===== src/rtl/fixed_point_acc_pkg.sv =====
// Shared types and helpers for the lane-parallel fixed-point accumulator.
// Latency: n/a (types, constants and constant functions only).
// Backpressure: n/a.
package fixed_point_acc_pkg;

    // Control states of the accumulator sequencer
    typedef enum logic [1:0] {
        ST_IDLE       = 2'd0,
        ST_ACCUMULATE = 2'd1,
        ST_REDUCE     = 2'd2,
        ST_DONE       = 2'd3
    } acc_state_t;

    // Internal width wide enough that the sum of num_inputs operands plus a
    // bias of the same width can never overflow.
    function automatic int calc_iw(input int width, input int num_inputs);
        return width + $clog2(num_inputs + 1);
    endfunction

    // Largest two's-complement value representable in 'width' bits
    function automatic longint sat_max(input int width);
        return (longint'(1) <<< (width - 1)) - 1;
    endfunction

    // Smallest two's-complement value representable in 'width' bits
    function automatic longint sat_min(input int width);
        return -(longint'(1) <<< (width - 1));
    endfunction

endpackage


===== src/rtl/fixed_point_sat.sv =====
// Narrows an IW-bit signed sum to WIDTH bits; clips when FIXED_POINT_ACC_SAT_EN is defined, else wraps.
// Latency: purely combinational, zero cycles.
// Backpressure: none; the caller registers the result when it wants it.
module fixed_point_sat
    import fixed_point_acc_pkg::*;
#(
    parameter int WIDTH = 8,
    parameter int IW    = 13
) (
    input  logic signed [IW-1:0]    sum,
    output logic        [WIDTH-1:0] value,
    output logic                    overflow
);

`ifdef FIXED_POINT_ACC_SAT_EN
    localparam logic signed [IW-1:0] MAX_V = IW'(sat_max(WIDTH));
    localparam logic signed [IW-1:0] MIN_V = IW'(sat_min(WIDTH));

    // Clip to the representable WIDTH-bit range and flag when clipping happened
    always_comb begin
        value    = sum[WIDTH-1:0];
        overflow = 1'b0;
        if (sum > MAX_V) begin
            value    = MAX_V[WIDTH-1:0];
            overflow = 1'b1;
        end else if (sum < MIN_V) begin
            value    = MIN_V[WIDTH-1:0];
            overflow = 1'b1;
        end
    end
`else
    // Wrap mode simply drops the guard bits; they are intentionally discarded.
    logic unused_hi_bits;
    assign unused_hi_bits = ^sum[IW-1:WIDTH];
    assign value          = sum[WIDTH-1:0];
    assign overflow       = 1'b0;
`endif

endmodule


===== src/rtl/fixed_point_acc_lanes.sv =====
// Sums NUM_INPUTS signed Qm.FRAC_BITS operands (+ optional bias) on NUM_LANES parallel adders; macro FIXED_POINT_ACC_SAT_EN selects saturation.
// Latency: acceptance at edge t -> VALID_OUT at edge t+K+1 (K = NUM_INPUTS/NUM_LANES); one vector in flight.
// Backpressure: READY_OUT low from acceptance until the result handshakes; result held while READY_IN is low.
module fixed_point_acc_lanes
    import fixed_point_acc_pkg::*;
#(
    parameter int WIDTH        = 8,
    parameter int FRAC_BITS    = 3,
    parameter int NUM_INPUTS   = 16,
    parameter int NUM_LANES    = 4,
    parameter bit HAS_EXT_BIAS = 1'b0
) (
    input  logic                          CLK,
    input  logic                          RSTN,
    input  logic [NUM_INPUTS*WIDTH-1:0]   VALUES_IN,
    input  logic [WIDTH-1:0]              EXT_VALUE_IN,
    input  logic                          VALID_IN,
    output logic                          READY_OUT,
    output logic [WIDTH-1:0]              VALUE_OUT,
    output logic                          VALID_OUT,
    input  logic                          READY_IN,
    output logic                          OVERFLOW_OUT
);

    localparam int IW = calc_iw(WIDTH, NUM_INPUTS);
    localparam int K  = NUM_INPUTS / NUM_LANES;
    localparam int BW = (K > 1) ? $clog2(K) : 1;

    // Operands share the result Q format, so FRAC_BITS only needs validating.
    if (FRAC_BITS <= 0 || NUM_LANES < 1 || NUM_LANES > NUM_INPUTS ||
        (NUM_INPUTS % NUM_LANES) != 0) begin : g_bad_params
        $error("fixed_point_acc_lanes: illegal parameter combination");
    end

    acc_state_t                   state_q, state_next;
    logic [NUM_INPUTS*WIDTH-1:0]  vals_q;
    logic [WIDTH-1:0]             bias_q;
    logic signed [IW-1:0]         lane_acc [NUM_LANES];
    logic [BW-1:0]                beat_q;
    logic                         accept;
    logic                         last_beat;
    logic signed [IW-1:0]         red_sum;
    logic [WIDTH-1:0]             sat_value;
    logic                         sat_ovf;

    assign accept    = (state_q == ST_IDLE) && VALID_IN && READY_OUT;
    assign last_beat = (beat_q == BW'(K - 1));

    // State register
    always_ff @(posedge CLK or negedge RSTN) begin
        if (!RSTN) begin
            state_q <= ST_IDLE;
        end else begin
            state_q <= state_next;
        end
    end

    // Next-state sequencing: IDLE -> ACCUMULATE (K beats) -> REDUCE -> DONE -> IDLE
    always_comb begin
        state_next = state_q;
        case (state_q)
            ST_IDLE:       if (accept)    state_next = ST_ACCUMULATE;
            ST_ACCUMULATE: if (last_beat) state_next = ST_REDUCE;
            ST_REDUCE:                    state_next = ST_DONE;
            ST_DONE:       if (READY_IN)  state_next = ST_IDLE;
            default:                      state_next = ST_IDLE;
        endcase
    end

    // Capture the vector on acceptance, then feed one lane-group per beat by
    // shifting the captured operands down so lane j always reads slot j.
    always_ff @(posedge CLK or negedge RSTN) begin
        if (!RSTN) begin
            vals_q <= '0;
            bias_q <= '0;
            beat_q <= '0;
            for (int j = 0; j < NUM_LANES; j++) begin
                lane_acc[j] <= '0;
            end
        end else if (accept) begin
            vals_q <= VALUES_IN;
            bias_q <= EXT_VALUE_IN;
            beat_q <= '0;
            for (int j = 0; j < NUM_LANES; j++) begin
                lane_acc[j] <= '0;
            end
        end else if (state_q == ST_ACCUMULATE) begin
            vals_q <= vals_q >> (NUM_LANES * WIDTH);
            beat_q <= beat_q + 1'b1;
            for (int j = 0; j < NUM_LANES; j++) begin
                lane_acc[j] <= lane_acc[j] + IW'(signed'(vals_q[j*WIDTH +: WIDTH]));
            end
        end
    end

    // Reduction tree: all lane partial sums plus the sign-extended bias
    always_comb begin
        red_sum = HAS_EXT_BIAS ? IW'(signed'(bias_q)) : '0;
        for (int j = 0; j < NUM_LANES; j++) begin
            red_sum = red_sum + lane_acc[j];
        end
    end

    fixed_point_sat #(
        .WIDTH (WIDTH),
        .IW    (IW)
    ) u_sat (
        .sum      (red_sum),
        .value    (sat_value),
        .overflow (sat_ovf)
    );

    // Output registers: result loaded in REDUCE and held through DONE;
    // READY_OUT tracks whether the next state is IDLE.
    always_ff @(posedge CLK or negedge RSTN) begin
        if (!RSTN) begin
            READY_OUT    <= 1'b0;
            VALID_OUT    <= 1'b0;
            VALUE_OUT    <= '0;
            OVERFLOW_OUT <= 1'b0;
        end else begin
            READY_OUT <= (state_next == ST_IDLE);
            if (state_q == ST_REDUCE) begin
                VALUE_OUT    <= sat_value;
                OVERFLOW_OUT <= sat_ovf;
                VALID_OUT    <= 1'b1;
            end else if (state_q == ST_DONE && READY_IN) begin
                VALID_OUT <= 1'b0;
            end
        end
    end

endmodule


===== config.mk =====
export PLATFORM = sky130hd
export DESIGN_NAME = fixed_point_acc_lanes
export DESIGN_NICKNAME = d
export VERILOG_FILES = /design/src/rtl/fixed_point_acc_pkg.sv /design/src/rtl/fixed_point_sat.sv /design/src/rtl/fixed_point_acc_lanes.sv
export SDC_FILE = /design/constraint.sdc
export NUM_CORES = 1
export LEC_CHECK = 0
export ABC_AREA = 1
export CORE_UTILIZATION = 40
export CTS_CLUSTER_DIAMETER = 80
export DETAILED_ROUTE_END_ITERATION = 7
export HOLD_SLACK_MARGIN = 0.12
export PLACE_DENSITY = 0.66
export SETUP_SLACK_MARGIN = 0.2
export SYNTH_ARGS = -nofsm -noshare
export SYNTH_HDL_FRONTEND = slang
export SYNTH_SLANG_ARGS = --single-unit
export TNS_END_PERCENT = 20

===== constraint.sdc =====
create_clock -name CLK -period 3.2 [get_ports CLK]
set_input_delay 0.32 -clock CLK [delete_from_list [all_inputs] [get_ports CLK]]
set_output_delay 0.32 -clock CLK [all_outputs]
set_load 0.02 [all_outputs]

==> out/results.ini <==
[floorplan]
die_w_um=155
rows=55
initial_core_util_pct=41.0
die_height_um=155
core_area_um2=22700
io_pins=151
die_area_um2=23900

[detailed_routing]
via_count=7429
first_pass_iters=5
viasPerCell=5.00
drt_iter0_markers=450
routedWlPerCell_um=14.8
drc=0
drtAntennaViolNets=0
routed_wl_mm=22.0

[timing]
setup_viol_count_final=0
fin_worst_hold_slack_ps=431
finClkSkew_ps=13.5
hold_violations=0
min_period_ps=2810
slew-limit-headroom_pct=48.5
fmaxAchievable_mhz=355
slew_violations=0
setup_tns_ps=0
rsz0062_at_grt=no
fin_ws_ps=386
period_share_pct=87.9
tightestPinTransition_ps=771

[pwr]
p_sw_share_pct=44.5
combPwrFrac_pct=54.0
p_switching_w=0.00548
seq_power_share_pct=29.3
p_clk_share_pct=16.8
power_density_nw_per_um2=1070
p_int_w=0.00684
leakagePower_nw=5.30
vdd_ir_drop_max_v=0.000528

[grt]
antenna_found_initial=0
grt_pass1_wl_mm=36.6
grt-ovfl-total=0
grt_pass1_vias=7213
grt_usage_pct=19.4
grt_max_degree=97

[hold_path]
min_path_type=in -> reg

[cts]
cts_max_level=4
cts_tree=built
clk_path_buf_depth=2
cts_hold_buffers=1
root_buffer=clkbuf_16
cts_resized=0
postCtsSetupBuffers=0
cts.sinks=174
numCtsBuffers=17
clk_pin_slew_ps=70
worst_skew_pair.late_latency_ps=430

[worst_setup_path]
reg2reg_from=lane_acc[1]$_DFFE_PN0P_
cp_max_fo=3
startpoint_type=flip-flop
r2r-end=VALUE_OUT[7]$_DFFE_PN0P_
r2r_cells=13
cp.required_ps=3520
cp_data_arrival_time_ps=3130
r2r_slack_ps=390
path_class=reg -> reg
crit_path_end=VALUE_OUT[7]$_DFFE_PN0P_
critPathLaunch=lane_acc[1]$_DFFE_PN0P_
critPathCaptureType=flip-flop

[finish]
multi_input_area_um2=3960
fillers=2112
synthToLayoutAreaGrowth_pct=23.7
diodes=0
seq_area_um2=4350
nets=1382
drive_above_1_share_pct=6.08

[yosys]
syn-num-nets=1259
syn_area_um2=9310
yosysMostFrequentCell=nand2_1
ys.flop_type=dfrtp_1
synth.distinct_cells=35
synth_edf_count=0
synth_cells=1065
postSynth.asyncResetShare_pct=100
synth_seq_cells=174
ys_top_cells_by_area=dfrtp_1, nand2_1, inv_1
ys_warn_count=0
seq_area_frac_synth_pct=46.8
avgSynthCellArea_um2=8.74
synth_top_area_share_pct=46.8
synthTopCellsByCount=nand2_1, inv_1, dfrtp_1
synth.largest_area_cell=dfrtp_1

[job]
cap_violations=0

[outcome]
status=finished clean

[placement]
dp_slack_ps=374
routabilityCongestion=0.869
io_buffer_count=141
hpwl_mm=15.9

flip-flops by register name, summed over array words and instances, names as in the netlist:
| register | flops |
|---|---|
| VALUE_OUT | 8 |
| lane_acc | 32 |
| VALID_OUT | 1 |
| beat_q | 2 |
| vals_q | 128 |
| state_q | 2 |
| READY_OUT | 1 |
stage by stage:
step                instances  total power [W]  instance area (µm²)  util, %
detailed placement       1453           0.0103                10900     48.1
finish                   1486           0.0123                11500     50.7
CTS                      1486           0.0124                11500     50.7
global placement         1453           0.0102                10900     48.1
floorplan                1065          0.00873                 9310        -
global route             1486           0.0136                11500     50.7
critical path, cell delays in order (launching register included):
cell and delay (ps):
dfrtp_1 360, inv_1 110, fa_1 540, inv_1 50, fa_1 510, ha_1 160, inv_1 70, fa_1 430
nor3_1 200, nor2_1 80, inv_1 50, nand2_1 40, nand3_1 60, nand2_1 50
logic make-up after synthesis:
logic type	after synthesis	share of synthesized area (%)
AND/OR/NAND/NOR	332	14.8
AO/OA/AOI/OAI	262	18.5
buffers and inverters	236	10.7
flip-flops	174	46.8
adder cells (fa/ha/maj)	54	8.71
XOR/XNOR	6	0.565
other	1	0.0403
power groups by stage:
stage	Sequential (W)	Combinational, W	Clock [W]
after CTS	0.00360	0.00672	0.00211
after floorplan	0.00357	0.00516	0
after global placement	0.00361	0.00656	0
after detailed placement	0.00365	0.00667	0
after global routing	0.00370	0.00769	0.00219
final	0.00360	0.00665	0.00207
placed cells by master (no fill, tap or decap), types with 2 or more instances in the layout:
cell             netlist  final
inv_1                182    182
nand3b_1               4      4
inv_8                  0      3
inv_2                  5      4
nand3_1               28     28
clkbuf_16              0     17
fa_1                  18     18
a21oi_1               24     24
a22o_1                 5      5
a31oi_1                2      2
clkinvlp_4             0      3
clkdlybuf4s50_1        0    140
o21a_1                 4      4
dfrtp_1              174    174
buf_12                 0      4
o221ai_2              20     20
nor2_1                30     30
nand4_1               10     10
o21ai_0              105    105
nor3_1                 7      7
nand2_1              249    249
o211ai_1              28     28
ha_1                  36     36
clkinv_2               0      3
o22ai_1               24     24
o221ai_1              16     16
xor2_1                 5      5
o21ai_1               28     28
o21bai_1               5      5
inv_6                  0      4
buf_4                  8      7
how the worst min path moves through the flow:
stage / slack [ps] / start / depth (start not counted) / end
finish: 430 / VALUES_IN[121] / 3 / vals_q[121]$_DFFE_PN0P_
global route: 430 / VALUES_IN[121] / 3 / vals_q[121]$_DFFE_PN0P_
floorplan: 20 / RSTN / 0 / READY_OUT$_DFF_PN0_
global placement: 360 / RSTN / 1 / VALUE_OUT[7]$_DFFE_PN0P_
detailed placement: 360 / RSTN / 1 / VALUE_OUT[7]$_DFFE_PN0P_
CTS: 410 / VALUES_IN[121] / 3 / vals_q[121]$_DFFE_PN0P_
per-layer routing:
| metal | wire [µm] | share of wire (%) | vias up | global-route usage, % |
|---|---|---|---|---|
| li1 | - | - | 3755 | - |
| met1 | 10600 | 48 | 3517 | 27.3 |
| met2 | 10400 | 47 | 146 | 31.0 |
| met3 | 917 | 4.2 | 11 | 4.12 |
| met4 | 146 | 0.66 | 0 | 3.77 |
| met5 | 0 | 0 | - | 0 |
area by class of cell:
type / instances / area share [%]
Tap cell: 285 / 3.10
Inverter: 187 / 6.11
Clock buffer: 18 / 3.81
Clock inverter: 14 / 1.28
Sequential cell: 174 / 37.8
Multi-Input combinational cell: 655 / 34.4
Timing Repair Buffer: 153 / 13.5
No activity file was read; power rests on OpenSTA's default activity.
